File: src/rtl/minigame_pkg.sv
// Shared types and constants for the N-way minigame controller.
// The optional combo scoring (MINIGAME_COMBO_EN) is selected in the top module.
package minigame_pkg;

  typedef enum logic [2:0] {
    ST_IDLE       = 3'd0,
    ST_READY      = 3'd1,
    ST_PLAY       = 3'd2,
    ST_ROUND_END  = 3'd3,
    ST_SCOREBOARD = 3'd4
  } state_t;

  typedef enum logic [1:0] {
    RES_NONE    = 2'd0,
    RES_SUCCESS = 2'd1,
    RES_FAIL    = 2'd2
  } result_t;

  localparam logic [7:0] LFSR_TAPS = 8'hB8;

  // Counter width for values 0..n-1, never narrower than one bit.
  function automatic int cntWidth(input int n);
    return (n > 1) ? $clog2(n) : 1;
  endfunction

endpackage

File: src/rtl/minigame_region_picker.sv
// Pseudo-random target picker: free-running 8-bit LFSR, modulo reduction,
// and a no-back-to-back-repeat rule against the previously chosen region.
module minigame_region_picker
  import minigame_pkg::*;
#(
  parameter int          N_REGIONS = 4,
  parameter logic [7:0]  LFSR_SEED = 8'hA5,
  localparam int         RW        = cntWidth(N_REGIONS)
) (
  input  logic          clk,
  input  logic          reset_n,
  input  logic          tick,
  input  logic          load,
  input  logic          first,
  output logic [RW-1:0] region
);

  logic [7:0]    lfsr_q, lfsr_d;
  logic [RW-1:0] region_q, region_d;
  logic [RW-1:0] pickRaw, pickAlt;

  assign pickRaw = RW'(32'(lfsr_q) % N_REGIONS);
  assign pickAlt = (pickRaw == RW'(N_REGIONS - 1)) ? '0 : pickRaw + RW'(1);

  // Round 0 has no predecessor, so the repeat rule is skipped there.
  always_comb begin
    lfsr_d   = lfsr_q;
    region_d = region_q;
    if (tick) begin
      lfsr_d = {lfsr_q[6:0], ^(lfsr_q & LFSR_TAPS)};
    end
    if (load) begin
      region_d = (!first && (pickRaw == region_q)) ? pickAlt : pickRaw;
    end
  end

  always_ff @(posedge clk or negedge reset_n) begin
    if (!reset_n) begin
      lfsr_q   <= LFSR_SEED;
      region_q <= '0;
    end else begin
      lfsr_q   <= lfsr_d;
      region_q <= region_d;
    end
  end

  assign region = region_q;

endmodule

File: src/rtl/minigame_fsm_nway.sv
// N-way minigame controller: vsync-framed READY/PLAY/ROUND_END/SCOREBOARD flow.
// Define MINIGAME_COMBO_EN to enable streak tracking and bonus scoring.
module minigame_fsm_nway
  import minigame_pkg::*;
#(
  parameter int         N_REGIONS       = 4,
  parameter int         N_ROUNDS        = 5,
  parameter int         READY_FRAMES    = 60,
  parameter int         SKIP_FRAMES     = 4,
  parameter int         PLAY_FRAMES     = 120,
  parameter int         DECAY_FRAMES    = 10,
  parameter int         MIN_PLAY_FRAMES = 60,
  parameter int         HOLD_FRAMES     = 45,
  parameter int         END_FRAMES      = 60,
  parameter int         SCORE_FRAMES    = 300,
  parameter logic [7:0] LFSR_SEED       = 8'hA5,
  localparam int        RW              = cntWidth(N_REGIONS),
  localparam int        CW              = cntWidth(N_ROUNDS),
  localparam int        SW              = $clog2(2 * N_ROUNDS + 1)
) (
  input  logic                 clk,
  input  logic                 reset_n,
  input  logic                 start,
  input  logic                 abort,
  input  logic                 vsync,
  input  logic [N_REGIONS-1:0] detect,
  output logic [2:0]           fsm_state,
  output logic [RW-1:0]        region,
  output logic [1:0]           result_type,
  output logic [CW-1:0]        round_cnt,
  output logic [SW-1:0]        score,
  output logic [N_ROUNDS-1:0]  round_result,
  output logic [CW:0]          streak,
  output logic                 done
);

  localparam int PMAX = (PLAY_FRAMES > MIN_PLAY_FRAMES) ? PLAY_FRAMES : MIN_PLAY_FRAMES;
  localparam int RDW  = cntWidth(READY_FRAMES);
  localparam int SKW  = cntWidth(SKIP_FRAMES + 1);
  localparam int PW   = cntWidth(PMAX + 1);
  localparam int HW   = cntWidth(HOLD_FRAMES);
  localparam int EW   = cntWidth(END_FRAMES);
  localparam int SCW  = cntWidth(SCORE_FRAMES);

  state_t               state_q, state_d;
  result_t              result_q, result_d;
  logic                 vsyncPrev_q, tick_q;
  logic [N_REGIONS-1:0] detectSample_q;
  logic [RDW-1:0]       readyCnt_q, readyCnt_d;
  logic [SKW-1:0]       skipCnt_q, skipCnt_d;
  logic [PW-1:0]        playCnt_q, playCnt_d;
  logic [PW-1:0]        playLimit_q, playLimit_d;
  logic [HW-1:0]        holdCnt_q, holdCnt_d;
  logic [EW-1:0]        endCnt_q, endCnt_d;
  logic [SCW-1:0]       scoreCnt_q, scoreCnt_d;
  logic [CW-1:0]        roundCnt_q, roundCnt_d;
  logic [SW-1:0]        score_q, score_d, scoreNext;
  logic [N_ROUNDS-1:0]  roundResult_q, roundResult_d;
  logic [CW:0]          streak_q, streak_d, streakNext;
  logic                 done_q, done_d;
  logic                 pickLoad, correct;
  logic [N_REGIONS-1:0] targetMask;
  int                   limitCalc;

  // Detect flags are sampled on the same edge that raises tick, so the
  // sample seen by the FSM belongs to the frame being counted.
  always_ff @(posedge clk or negedge reset_n) begin
    if (!reset_n) begin
      vsyncPrev_q    <= 1'b0;
      tick_q         <= 1'b0;
      detectSample_q <= '0;
    end else begin
      vsyncPrev_q <= vsync;
      tick_q      <= vsync & ~vsyncPrev_q;
      if (vsync && !vsyncPrev_q) begin
        detectSample_q <= detect;
      end
    end
  end

  minigame_region_picker #(
    .N_REGIONS (N_REGIONS),
    .LFSR_SEED (LFSR_SEED)
  ) u_picker (
    .clk     (clk),
    .reset_n (reset_n),
    .tick    (tick_q),
    .load    (pickLoad),
    .first   (roundCnt_q == '0),
    .region  (region)
  );

  assign targetMask = N_REGIONS'(1) << region;
  assign correct    = (detectSample_q == targetMask);

  always_comb begin
    limitCalc = PLAY_FRAMES - int'(roundCnt_q) * DECAY_FRAMES;
    if (limitCalc < MIN_PLAY_FRAMES) begin
      limitCalc = MIN_PLAY_FRAMES;
    end
  end

`ifdef MINIGAME_COMBO_EN
  logic [SW:0] scoreSum;
  assign scoreSum   = {1'b0, score_q} +
                      ((streak_q >= (CW + 1)'(2)) ? (SW + 1)'(2) : (SW + 1)'(1));
  assign scoreNext  = (scoreSum > (SW + 1)'(2 * N_ROUNDS)) ? SW'(2 * N_ROUNDS)
                                                           : scoreSum[SW-1:0];
  assign streakNext = streak_q + (CW + 1)'(1);
`else
  assign scoreNext  = score_q + SW'(1);
  assign streakNext = '0;
`endif

  always_comb begin
    state_d       = state_q;
    result_d      = result_q;
    readyCnt_d    = readyCnt_q;
    skipCnt_d     = skipCnt_q;
    playCnt_d     = playCnt_q;
    playLimit_d   = playLimit_q;
    holdCnt_d     = holdCnt_q;
    endCnt_d      = endCnt_q;
    scoreCnt_d    = scoreCnt_q;
    roundCnt_d    = roundCnt_q;
    score_d       = score_q;
    roundResult_d = roundResult_q;
    streak_d      = streak_q;
    done_d        = 1'b0;
    pickLoad      = 1'b0;

    if (abort) begin
      state_d     = ST_IDLE;
      result_d    = RES_NONE;
      readyCnt_d  = '0;
      skipCnt_d   = '0;
      playCnt_d   = '0;
      playLimit_d = '0;
      holdCnt_d   = '0;
      endCnt_d    = '0;
      scoreCnt_d  = '0;
    end else begin
      unique case (state_q)
        ST_IDLE: begin
          if (start) begin
            state_d       = ST_READY;
            result_d      = RES_NONE;
            score_d       = '0;
            roundResult_d = '0;
            roundCnt_d    = '0;
            streak_d      = '0;
            readyCnt_d    = '0;
            skipCnt_d     = '0;
            playCnt_d     = '0;
            playLimit_d   = '0;
            holdCnt_d     = '0;
            endCnt_d      = '0;
            scoreCnt_d    = '0;
          end
        end
        ST_READY: begin
          if (tick_q) begin
            if (readyCnt_q == RDW'(READY_FRAMES - 1)) begin
              state_d     = ST_PLAY;
              readyCnt_d  = '0;
              pickLoad    = 1'b1;
              playLimit_d = PW'(limitCalc);
              playCnt_d   = '0;
              holdCnt_d   = '0;
              skipCnt_d   = SKW'(SKIP_FRAMES);
            end else begin
              readyCnt_d = readyCnt_q + RDW'(1);
            end
          end
        end
        ST_PLAY: begin
          if (tick_q) begin
            if (skipCnt_q != '0) begin
              skipCnt_d = skipCnt_q - SKW'(1);
            end else begin
              playCnt_d = playCnt_q + PW'(1);
              holdCnt_d = correct ? holdCnt_q + HW'(1) : '0;
              // Success is tested first so it wins over a same-tick timeout.
              if (correct && (holdCnt_q == HW'(HOLD_FRAMES - 1))) begin
                state_d                   = ST_ROUND_END;
                result_d                  = RES_SUCCESS;
                score_d                   = scoreNext;
                roundResult_d[roundCnt_q] = 1'b1;
                streak_d                  = streakNext;
                endCnt_d                  = '0;
              end else if (playCnt_q == playLimit_q - PW'(1)) begin
                state_d  = ST_ROUND_END;
                result_d = RES_FAIL;
                streak_d = '0;
                endCnt_d = '0;
              end
            end
          end
        end
        ST_ROUND_END: begin
          if (tick_q) begin
            if (endCnt_q == EW'(END_FRAMES - 1)) begin
              endCnt_d = '0;
              if (roundCnt_q == CW'(N_ROUNDS - 1)) begin
                state_d    = ST_SCOREBOARD;
                scoreCnt_d = '0;
              end else begin
                state_d    = ST_READY;
                roundCnt_d = roundCnt_q + CW'(1);
                result_d   = RES_NONE;
                readyCnt_d = '0;
              end
            end else begin
              endCnt_d = endCnt_q + EW'(1);
            end
          end
        end
        ST_SCOREBOARD: begin
          if (tick_q) begin
            if (scoreCnt_q == SCW'(SCORE_FRAMES - 1)) begin
              state_d    = ST_IDLE;
              scoreCnt_d = '0;
              done_d     = 1'b1;
            end else begin
              scoreCnt_d = scoreCnt_q + SCW'(1);
            end
          end
        end
        default: state_d = ST_IDLE;
      endcase
    end
  end

  always_ff @(posedge clk or negedge reset_n) begin
    if (!reset_n) begin
      state_q       <= ST_IDLE;
      result_q      <= RES_NONE;
      readyCnt_q    <= '0;
      skipCnt_q     <= '0;
      playCnt_q     <= '0;
      playLimit_q   <= '0;
      holdCnt_q     <= '0;
      endCnt_q      <= '0;
      scoreCnt_q    <= '0;
      roundCnt_q    <= '0;
      score_q       <= '0;
      roundResult_q <= '0;
      streak_q      <= '0;
      done_q        <= 1'b0;
    end else begin
      state_q       <= state_d;
      result_q      <= result_d;
      readyCnt_q    <= readyCnt_d;
      skipCnt_q     <= skipCnt_d;
      playCnt_q     <= playCnt_d;
      playLimit_q   <= playLimit_d;
      holdCnt_q     <= holdCnt_d;
      endCnt_q      <= endCnt_d;
      scoreCnt_q    <= scoreCnt_d;
      roundCnt_q    <= roundCnt_d;
      score_q       <= score_d;
      roundResult_q <= roundResult_d;
      streak_q      <= streak_d;
      done_q        <= done_d;
    end
  end

  assign fsm_state    = state_q;
  assign result_type  = result_q;
  assign round_cnt    = roundCnt_q;
  assign score        = score_q;
  assign round_result = roundResult_q;
  assign streak       = streak_q;
  assign done         = done_q;

endmodule

File: config.mk
export PLATFORM = sky130hd
export DESIGN_NAME = minigame_fsm_nway
export DESIGN_NICKNAME = d
export VERILOG_FILES = /design/src/rtl/minigame_pkg.sv /design/src/rtl/minigame_region_picker.sv /design/src/rtl/minigame_fsm_nway.sv
export SDC_FILE = /design/constraint.sdc
export NUM_CORES = 1
export LEC_CHECK = 0
export CORE_UTILIZATION = 50
export DETAILED_ROUTE_END_ITERATION = 8
export PLACE_DENSITY = 0.7
export SETUP_SLACK_MARGIN = 0.5
export SLEW_MARGIN = 10
export SYNTH_ARGS = -nofsm -noshare
export SYNTH_HDL_FRONTEND = slang
export SYNTH_SLANG_ARGS = --single-unit
File: constraint.sdc
create_clock -name clk -period 4 [get_ports clk]
set_clock_uncertainty 0.2 [all_clocks]
set_input_delay 0.4 -clock clk [delete_from_list [all_inputs] [get_ports clk]]
set_output_delay 0.4 -clock clk [all_outputs]
set_load 0.02 [all_outputs]
Yosys cells after proc, flatten, opt, wreduce, memory -nomap -nowiden

Cells that the tools add are included.

Add/sub/neg operators: 11
Multipliers: 1
$lt $le $gt $ge: 3
Equality and inequality tests: 34
Shifts and indexed selects: 1
Mux-type cells: 105
Bitwise operators: 4
Reductions and logical operators: 28

Operator list:

| kind                                                          | count |
|---|---|
| 6-bit 2-to-1 mux                                              | 20 |
| 7-bit 2-to-1 mux                                              | 10 |
| 3-bit 2-to-1 mux                                              | 22 |
| 9-bit 2-to-1 mux                                              | 7 |
| 6-bit one-hot mux with 3 select lines                         | 3 |
| 6-bit AND reduction                                           | 8 |
| 3-bit inequality test, second input constant                  | 13 |
| 4-bit 2-to-1 mux                                              | 8 |
| 9-bit one-hot mux with 3 select lines                         | 1 |
| 2-bit 2-to-1 mux                                              | 11 |
| 7-bit one-hot mux with 3 select lines                         | 1 |
| 5-bit 2-to-1 mux                                              | 4 |
| 6-bit by 1-bit adder with 6-bit output, second input constant | 3 |
| 6-bit == test, second input constant                          | 3 |
| 4-bit one-hot mux with 2 select lines                         | 2 |
| 4-bit nonzero test                                            | 4 |
| 3-bit one-hot mux with 5 select lines                         | 1 |
| 2-bit inequality test, second input constant                  | 7 |
| 7-bit one-hot mux with 2 select lines                         | 1 |
| 5-bit one-hot mux with 2 select lines                         | 1 |
| 10-bit AND reduction                                          | 1 |
| 9-bit by 1-bit adder with 9-bit output, second input constant | 1 |
| 9-bit == test, second input constant                          | 1 |
| 1-bit 2-to-1 mux                                              | 9 |
| other kinds (35)                                              | 45 |

Register bits: 82
Input bits: 9
Output and inout bits: 24
Logic and storage cells: 206

Logic depth before layout (Yosys ltp)

Depth after elaboration: 9
Mapped depth: 9
Gate-level depth less buffers: 8

Hierarchy

From an unflattened synthesis, not the netlist that was laid out.

Cell total of the unflattened synthesis: 486
Area, all modules: 4489.3 µm²

By module, submodules not included:

| module                 | instances | cells an instance | area an instance (µm²) | seq. area each (µm²) |
|---|---|---|---|---|
| minigame_fsm_nway      | 1         | 446               | 4002.6                 | 1676.6 |
| minigame_region_picker | 1         | 40                | 486.7                  | 255.2 |

Worst setup path before layout

No wires, ideal clock.

Kind: register -> register
Start point: reg playLimit_q[1]
End point: reg state_q[0] (netlist: fsm_state[0])
Library setup time: 0.125 ns
Arrival: 2.364 ns
Required time: 3.675 ns
Path slack: 1.311 ns
Cell stages (with the launch flop): 9
Buffers on the path: 0
Clock period less this slack: 2.689 ns
Path through: dfrtp_1 -> inv_1 -> ha_1 -> nor2b_1 -> or3_1 -> a31oi_2 -> a311oi_2 -> or4b_4 -> mux2_4

Word-level cells in the longest chain between the ends: 4

RTL lines:

| item                                        | RTL line                 | source |
|---|---|---|
| start: declaration                          | minigame_fsm_nway.sv:52  | `logic [PW-1:0] playLimit_q, playLimit_d;` |
| start signal: assignment                    | minigame_fsm_nway.sv:256 | `playLimit_q <= playLimit_d;` |
| 7-bit by 1-bit subtractor with 7-bit output | minigame_fsm_nway.sv:191 | `end else if (playCnt_q == playLimit_q - PW'(1)) begin` |
| 7-bit == test                               | minigame_fsm_nway.sv:191 |  |
| 4-bit inequality test (no source line)      | -                        |  |
| 10-bit AND reduction (no source line)       | -                        |  |
| end signal: assignment                      | minigame_fsm_nway.sv:251 | `state_q <= state_d;` |
| end: declaration                            | minigame_fsm_nway.sv:45  | `state_t state_q, state_d;` |

No other way between the ends.
A chain may end at the register's enable or synchronous reset.

Worst setup path in the final report

Start point: reg state_q[2] (netlist: fsm_state[2])
End point: reg endCnt_q[0]

Word-level cells in the longest chain between the ends: 3
Elaborated cells on any way between the ends: 12
Classes of those cells: eq/ne (7); mux (2); reduce/logical (3)

RTL lines:

| item                                                                               | RTL line                 | source |
|---|---|---|
| 3-bit by 2-bit == test with 1-bit output / 3-bit zero test (equally long branches) | minigame_fsm_nway.sv:143 | `unique case (state_q)` |
| 4-bit inequality test (no source line), or another cell as far along               | -                        |  |
| 6-bit AND reduction (no source line) / 6-bit 2-to-1 mux (equally long branches)    | -                        |  |
| end signal: assignment                                                             | minigame_fsm_nway.sv:258 | `endCnt_q <= endCnt_d;` |
| end: declaration                                                                   | minigame_fsm_nway.sv:54  | `logic [EW-1:0] endCnt_q, endCnt_d;` |

Several ways; a longest one is shown, not always the timed one.

==> impl_metrics.xml <==
<?xml version="1.0" encoding="UTF-8"?>
<metrics>
  <group name="synthesis">
    <metric name="most_frequent_cell_after_synthesis" unit="">sky130_fd_sc_hd__dfrtp_1</metric>
    <metric name="largest_family_of_logic_cells_by_synthesized_area" unit="">simple AND/OR/NAND/NOR gates</metric>
    <metric name="synth_seq_area_share" unit="">0.423</metric>
    <metric name="synth_edf_count" unit="">0</metric>
    <metric name="synthSimpleGateAreaFrac" unit="">0.219</metric>
    <metric name="prevailing_post_synth_register_cell" unit="">sky130_fd_sc_hd__dfrtp_1</metric>
    <metric name="async_reset_ff_frac" unit="">1.00</metric>
    <metric name="synth_compound_area_frac" unit="">0.162</metric>
    <metric name="synth_adder_area_share" unit="">0.0438</metric>
    <metric name="synth-warning-count" unit="">0</metric>
    <metric name="post_synth_inst_count" unit="">474</metric>
    <metric name="ys_top_cells_by_count" unit="">73 x sky130_fd_sc_hd__dfrtp_1, 43 x sky130_fd_sc_hd__o21ai_0, 41 x sky130_fd_sc_hd__nand2_1</metric>
    <metric name="synth_top_cells_by_area" unit="">sky130_fd_sc_hd__dfrtp_1 40%, sky130_fd_sc_hd__o21ai_0 4.7%, sky130_fd_sc_hd__ha_1 4.4%</metric>
    <metric name="synth.mux.area_fraction" unit="">0.0627</metric>
    <metric name="post-synth-top-area-fraction" unit="">0.400</metric>
    <metric name="postSynthAreaPerCell" unit="um2">9.64</metric>
    <metric name="netlist-cell-type-count" unit="">65</metric>
    <metric name="synth.cell_area" unit="um2">4570</metric>
    <metric name="synth-xor-area-share" unit="">0.0345</metric>
    <metric name="synth-seq-cells" unit="">77</metric>
    <metric name="yosysTopAreaCell" unit="">sky130_fd_sc_hd__dfrtp_1</metric>
  </group>
  <group name="cts">
    <metric name="clk_path_buf_depth" unit="">2</metric>
    <metric name="cts.clk_slew.worst_paths" unit="ps">80</metric>
    <metric name="cts-htree-levels" unit="">3</metric>
    <metric name="cts_made_buffers" unit="">9</metric>
    <metric name="post_cts.resized_instances" unit="">0</metric>
    <metric name="post-cts-setup-buffers" unit="">0</metric>
    <metric name="clk_root_buffer_cell" unit="">sky130_fd_sc_hd__clkbuf_8</metric>
    <metric name="cts_num_sinks" unit="">77</metric>
    <metric name="clock_tree_from_tritoncts" unit="">built</metric>
    <metric name="worstSkewPairLatency" unit="ps">350</metric>
    <metric name="cts_hold_repair.buffers" unit="">0</metric>
  </group>
  <group name="worst_setup_path">
    <metric name="crit_cells" unit="">5</metric>
    <metric name="timing.rr.end" unit="">endCnt_q[0]</metric>
    <metric name="critPathTopFamily" unit="">simple AND/OR/NAND/NOR gates</metric>
    <metric name="cp.required" unit="ps">4040</metric>
    <metric name="timing.reg2reg.setup_slack" unit="ps">810</metric>
    <metric name="worst-endpoint-arrival" unit="ps">3230</metric>
    <metric name="timing.critical_path.slowest_cell_delay" unit="ps">730</metric>
    <metric name="path_cells" unit="">nor2_1 -&gt; nand3b_1 -&gt; a311oi_2 -&gt; or3_1 -&gt; mux2_2</metric>
    <metric name="end_kind" unit="">flop</metric>
    <metric name="worst-r2r-cell-count" unit="">5</metric>
    <metric name="worst-path-max-fanout" unit="">20</metric>
    <metric name="path_class" unit="">flop to flop</metric>
    <metric name="cp.buffers_inverters" unit="">0</metric>
    <metric name="cp_max_stage_cell" unit="">sky130_fd_sc_hd__a311oi_2</metric>
    <metric name="critPathLaunchType" unit="">flop</metric>
    <metric name="timing.rr.start" unit="">fsm_state[2]</metric>
  </group>
  <group name="pwr">
    <metric name="p_int" unit="mW">1.41</metric>
    <metric name="share_clk_of_total_power" unit="">0.243</metric>
    <metric name="power_density" unit="nW/um2">436</metric>
    <metric name="static-leakage-power" unit="nW">2.16</metric>
    <metric name="comb_power_share" unit="">0.302</metric>
    <metric name="swShare" unit="">0.356</metric>
    <metric name="power.net_switching" unit="mW">0.781</metric>
    <metric name="peakVddDrop" unit="mV">0.261</metric>
    <metric name="part_of_the_power_in_registers" unit="">0.455</metric>
    <metric name="report.power.total" unit="mW">2.19</metric>
  </group>
  <group name="global_routing">
    <metric name="grt_antenna_before_repair" unit="">0</metric>
    <metric name="groute.usage.overall" unit="">0.210</metric>
    <metric name="global_route_wire_length_before_repair" unit="um">16200</metric>
    <metric name="grt_overflow" unit="">0</metric>
    <metric name="first_global_vias" unit="">3482</metric>
    <metric name="maximum_number_of_pins_on_one_net_before_global_route_repair" unit="">78</metric>
  </group>
  <group name="floorplan">
    <metric name="start_util" unit="">0.519</metric>
    <metric name="floorplan.die.width" unit="um">97.6</metric>
    <metric name="design.portCount" unit="">33</metric>
    <metric name="dieHeight" unit="um">97.6</metric>
    <metric name="design.core.area" unit="um2">8810</metric>
    <metric name="die_area" unit="um2">9530</metric>
    <metric name="row_count" unit="">34</metric>
  </group>
  <group name="cells_and_area">
    <metric name="antenna_cell_count" unit="">0</metric>
    <metric name="area_growth_syn_to_layout" unit="%">10.0</metric>
    <metric name="final_net_count" unit="">526</metric>
    <metric name="final_core_util" unit="">0.571</metric>
    <metric name="post_route_cells_drive_above_1_share" unit="">0.123</metric>
  </group>
  <group name="run">
    <metric name="max-cap-violations" unit="">0</metric>
  </group>
  <group name="place">
    <metric name="gpl.final_weighted_congestion" unit="">0.851</metric>
    <metric name="dp.final_hpwl" unit="um">6620</metric>
    <metric name="detailedPlace.worstSlack" unit="ps">826</metric>
    <metric name="place.port_buffers" unit="">28</metric>
  </group>
  <group name="sta">
    <metric name="maxClockFrequency" unit="MHz">314</metric>
    <metric name="layout_setup_ws" unit="ps">810</metric>
    <metric name="holdWs" unit="ps">-17.1</metric>
    <metric name="totalNegativeSetupSlack" unit="ps">0</metric>
    <metric name="post-route-period-util" unit="">0.797</metric>
    <metric name="worst_pin_slew" unit="ps">967</metric>
    <metric name="final_hold_fails" unit="">9</metric>
    <metric name="timing_max_transition_violations_final" unit="">0</metric>
    <metric name="grt_setup_unrepaired" unit="">no</metric>
    <metric name="period_needed" unit="ps">3190</metric>
    <metric name="slew_headroom" unit="">0.355</metric>
    <metric name="report.final.setup_viol" unit="">0</metric>
  </group>
  <group name="route">
    <metric name="drt_iter0_drc" unit="">171</metric>
    <metric name="via_per_inst" unit="">5.87</metric>
    <metric name="route.detailed.drc" unit="">6</metric>
    <metric name="final_antenna_net_count" unit="">0</metric>
    <metric name="via_total_after_detailed_routing" unit="">3605</metric>
    <metric name="route.final.wire_length" unit="um">9440</metric>
    <metric name="wl_per_cell" unit="um">15.4</metric>
    <metric name="dr.pass1.iters" unit="">6</metric>
  </group>
  <group name="hold_path">
    <metric name="worst_hold_path_type" unit="">primary input to asynchronous set/reset pin</metric>
  </group>
  <group name="outcome">
    <metric name="failing_checks" unit="">DRC, hold timing</metric>
    <metric name="run_status" unit="">complete, but fails checks</metric>
  </group>
</metrics>
power by group through the flow:
| stage | sequential, mW | combinational, mW | clock, mW |
|---|---|---|---|
| floorplan | 1.00 | 0.504 | 0 |
| global placement | 1.01 | 0.648 | 0 |
| detailed placement | 1.01 | 0.662 | 0 |
| CTS | 0.996 | 0.664 | 0.545 |
| global route | 1.01 | 0.733 | 0.578 |
| finish | 0.996 | 0.662 | 0.533 |
metal layers:
layer / share of wire / global-route usage
met3: 0.036 / 0.0381
met2: 0.45 / 0.339
met4: 0.013 / 0.0688
met5: 0 / 0
met1: 0.50 / 0.286
cell families (layout without fill, tap and decap cells):
group,after synthesis,in the layout
mux,25,25
flops,77,77
fa+ha+maj,16,16
simple gates,189,189
buf+inv,38,67
other cells,1,4
xor+xnor,18,18
compound gates,110,110
through the flow:
stage | instance area [um2] | cells | hold slack (ps)
after floorplan | 4580 | 477 | -95.6
after global placement | 4850 | 598 | 260
after detailed placement | 4850 | 598 | 269
after CTS | 5030 | 614 | 50.4
after global routing | 5030 | 614 | 94.9
final | 5030 | 614 | -17.1
worst max path at each step:
| stage | startpoint | slack (ps) | end |
|---|---|---|---|
| final | fsm_state[2] | 810 | endCnt_q[0] |
| after global routing | fsm_state[2] | 590 | endCnt_q[0] |
| after CTS | fsm_state[2] | 920 | endCnt_q[0] |
| after detailed placement | abort | 830 | endCnt_q[0] |
| after global placement | abort | 800 | endCnt_q[0] |
| after floorplan | playLimit_q[1] | 1310 | fsm_state[0] |
layout by cell type (no fill, tap or decap), types with 4 or more instances in the layout:
master,n
sky130_fd_sc_hd__dfrtp_1,73
sky130_fd_sc_hd__o21ai_0,43
sky130_fd_sc_hd__nand2_1,41
sky130_fd_sc_hd__nor2_1,39
sky130_fd_sc_hd__clkdlybuf4s50_1,27
sky130_fd_sc_hd__a21oi_1,19
sky130_fd_sc_hd__inv_1,17
sky130_fd_sc_hd__nand3_1,17
sky130_fd_sc_hd__mux2_2,17
sky130_fd_sc_hd__ha_1,16
sky130_fd_sc_hd__nor3_1,15
sky130_fd_sc_hd__xnor2_1,14
sky130_fd_sc_hd__nand2b_1,13
sky130_fd_sc_hd__nor2b_1,11
sky130_fd_sc_hd__and3_1,11
sky130_fd_sc_hd__clkbuf_8,9
sky130_fd_sc_hd__o41ai_1,8
sky130_fd_sc_hd__o31ai_1,7
sky130_fd_sc_hd__buf_4,7
sky130_fd_sc_hd__nand4_1,5
sky130_fd_sc_hd__mux2i_1,5
sky130_fd_sc_hd__nor4_1,4
sky130_fd_sc_hd__o211ai_1,4
sky130_fd_sc_hd__or3_1,4
sky130_fd_sc_hd__xor2_1,4
sky130_fd_sc_hd__a21o_1,4
sky130_fd_sc_hd__conb_1,4
sky130_fd_sc_hd__clkinv_4,4
sky130_fd_sc_hd__dfstp_2,4
layout make-up:
cell class / count / area (um2)
fillers: 774 / 3780
multi-input cells: 362 / 2400
flip-flops and latches: 77 / 1930
repair buffers: 34 / 323
well taps: 108 / 135
clock buffers: 9 / 124
inverters: 17 / 63.8
clock inverters: 7 / 52.6
sequential cells by signal, indices dropped and copies added, names as in the netlist, 5 cells and up:
name             cells
u_picker.lfsr_q      8
playLimit_q          6
endCnt_q             6
holdCnt_q            6
playCnt_q            7
readyCnt_q           6
scoreCnt_q           9
round_result         5
No activity file was read; power rests on OpenSTA's default activity.
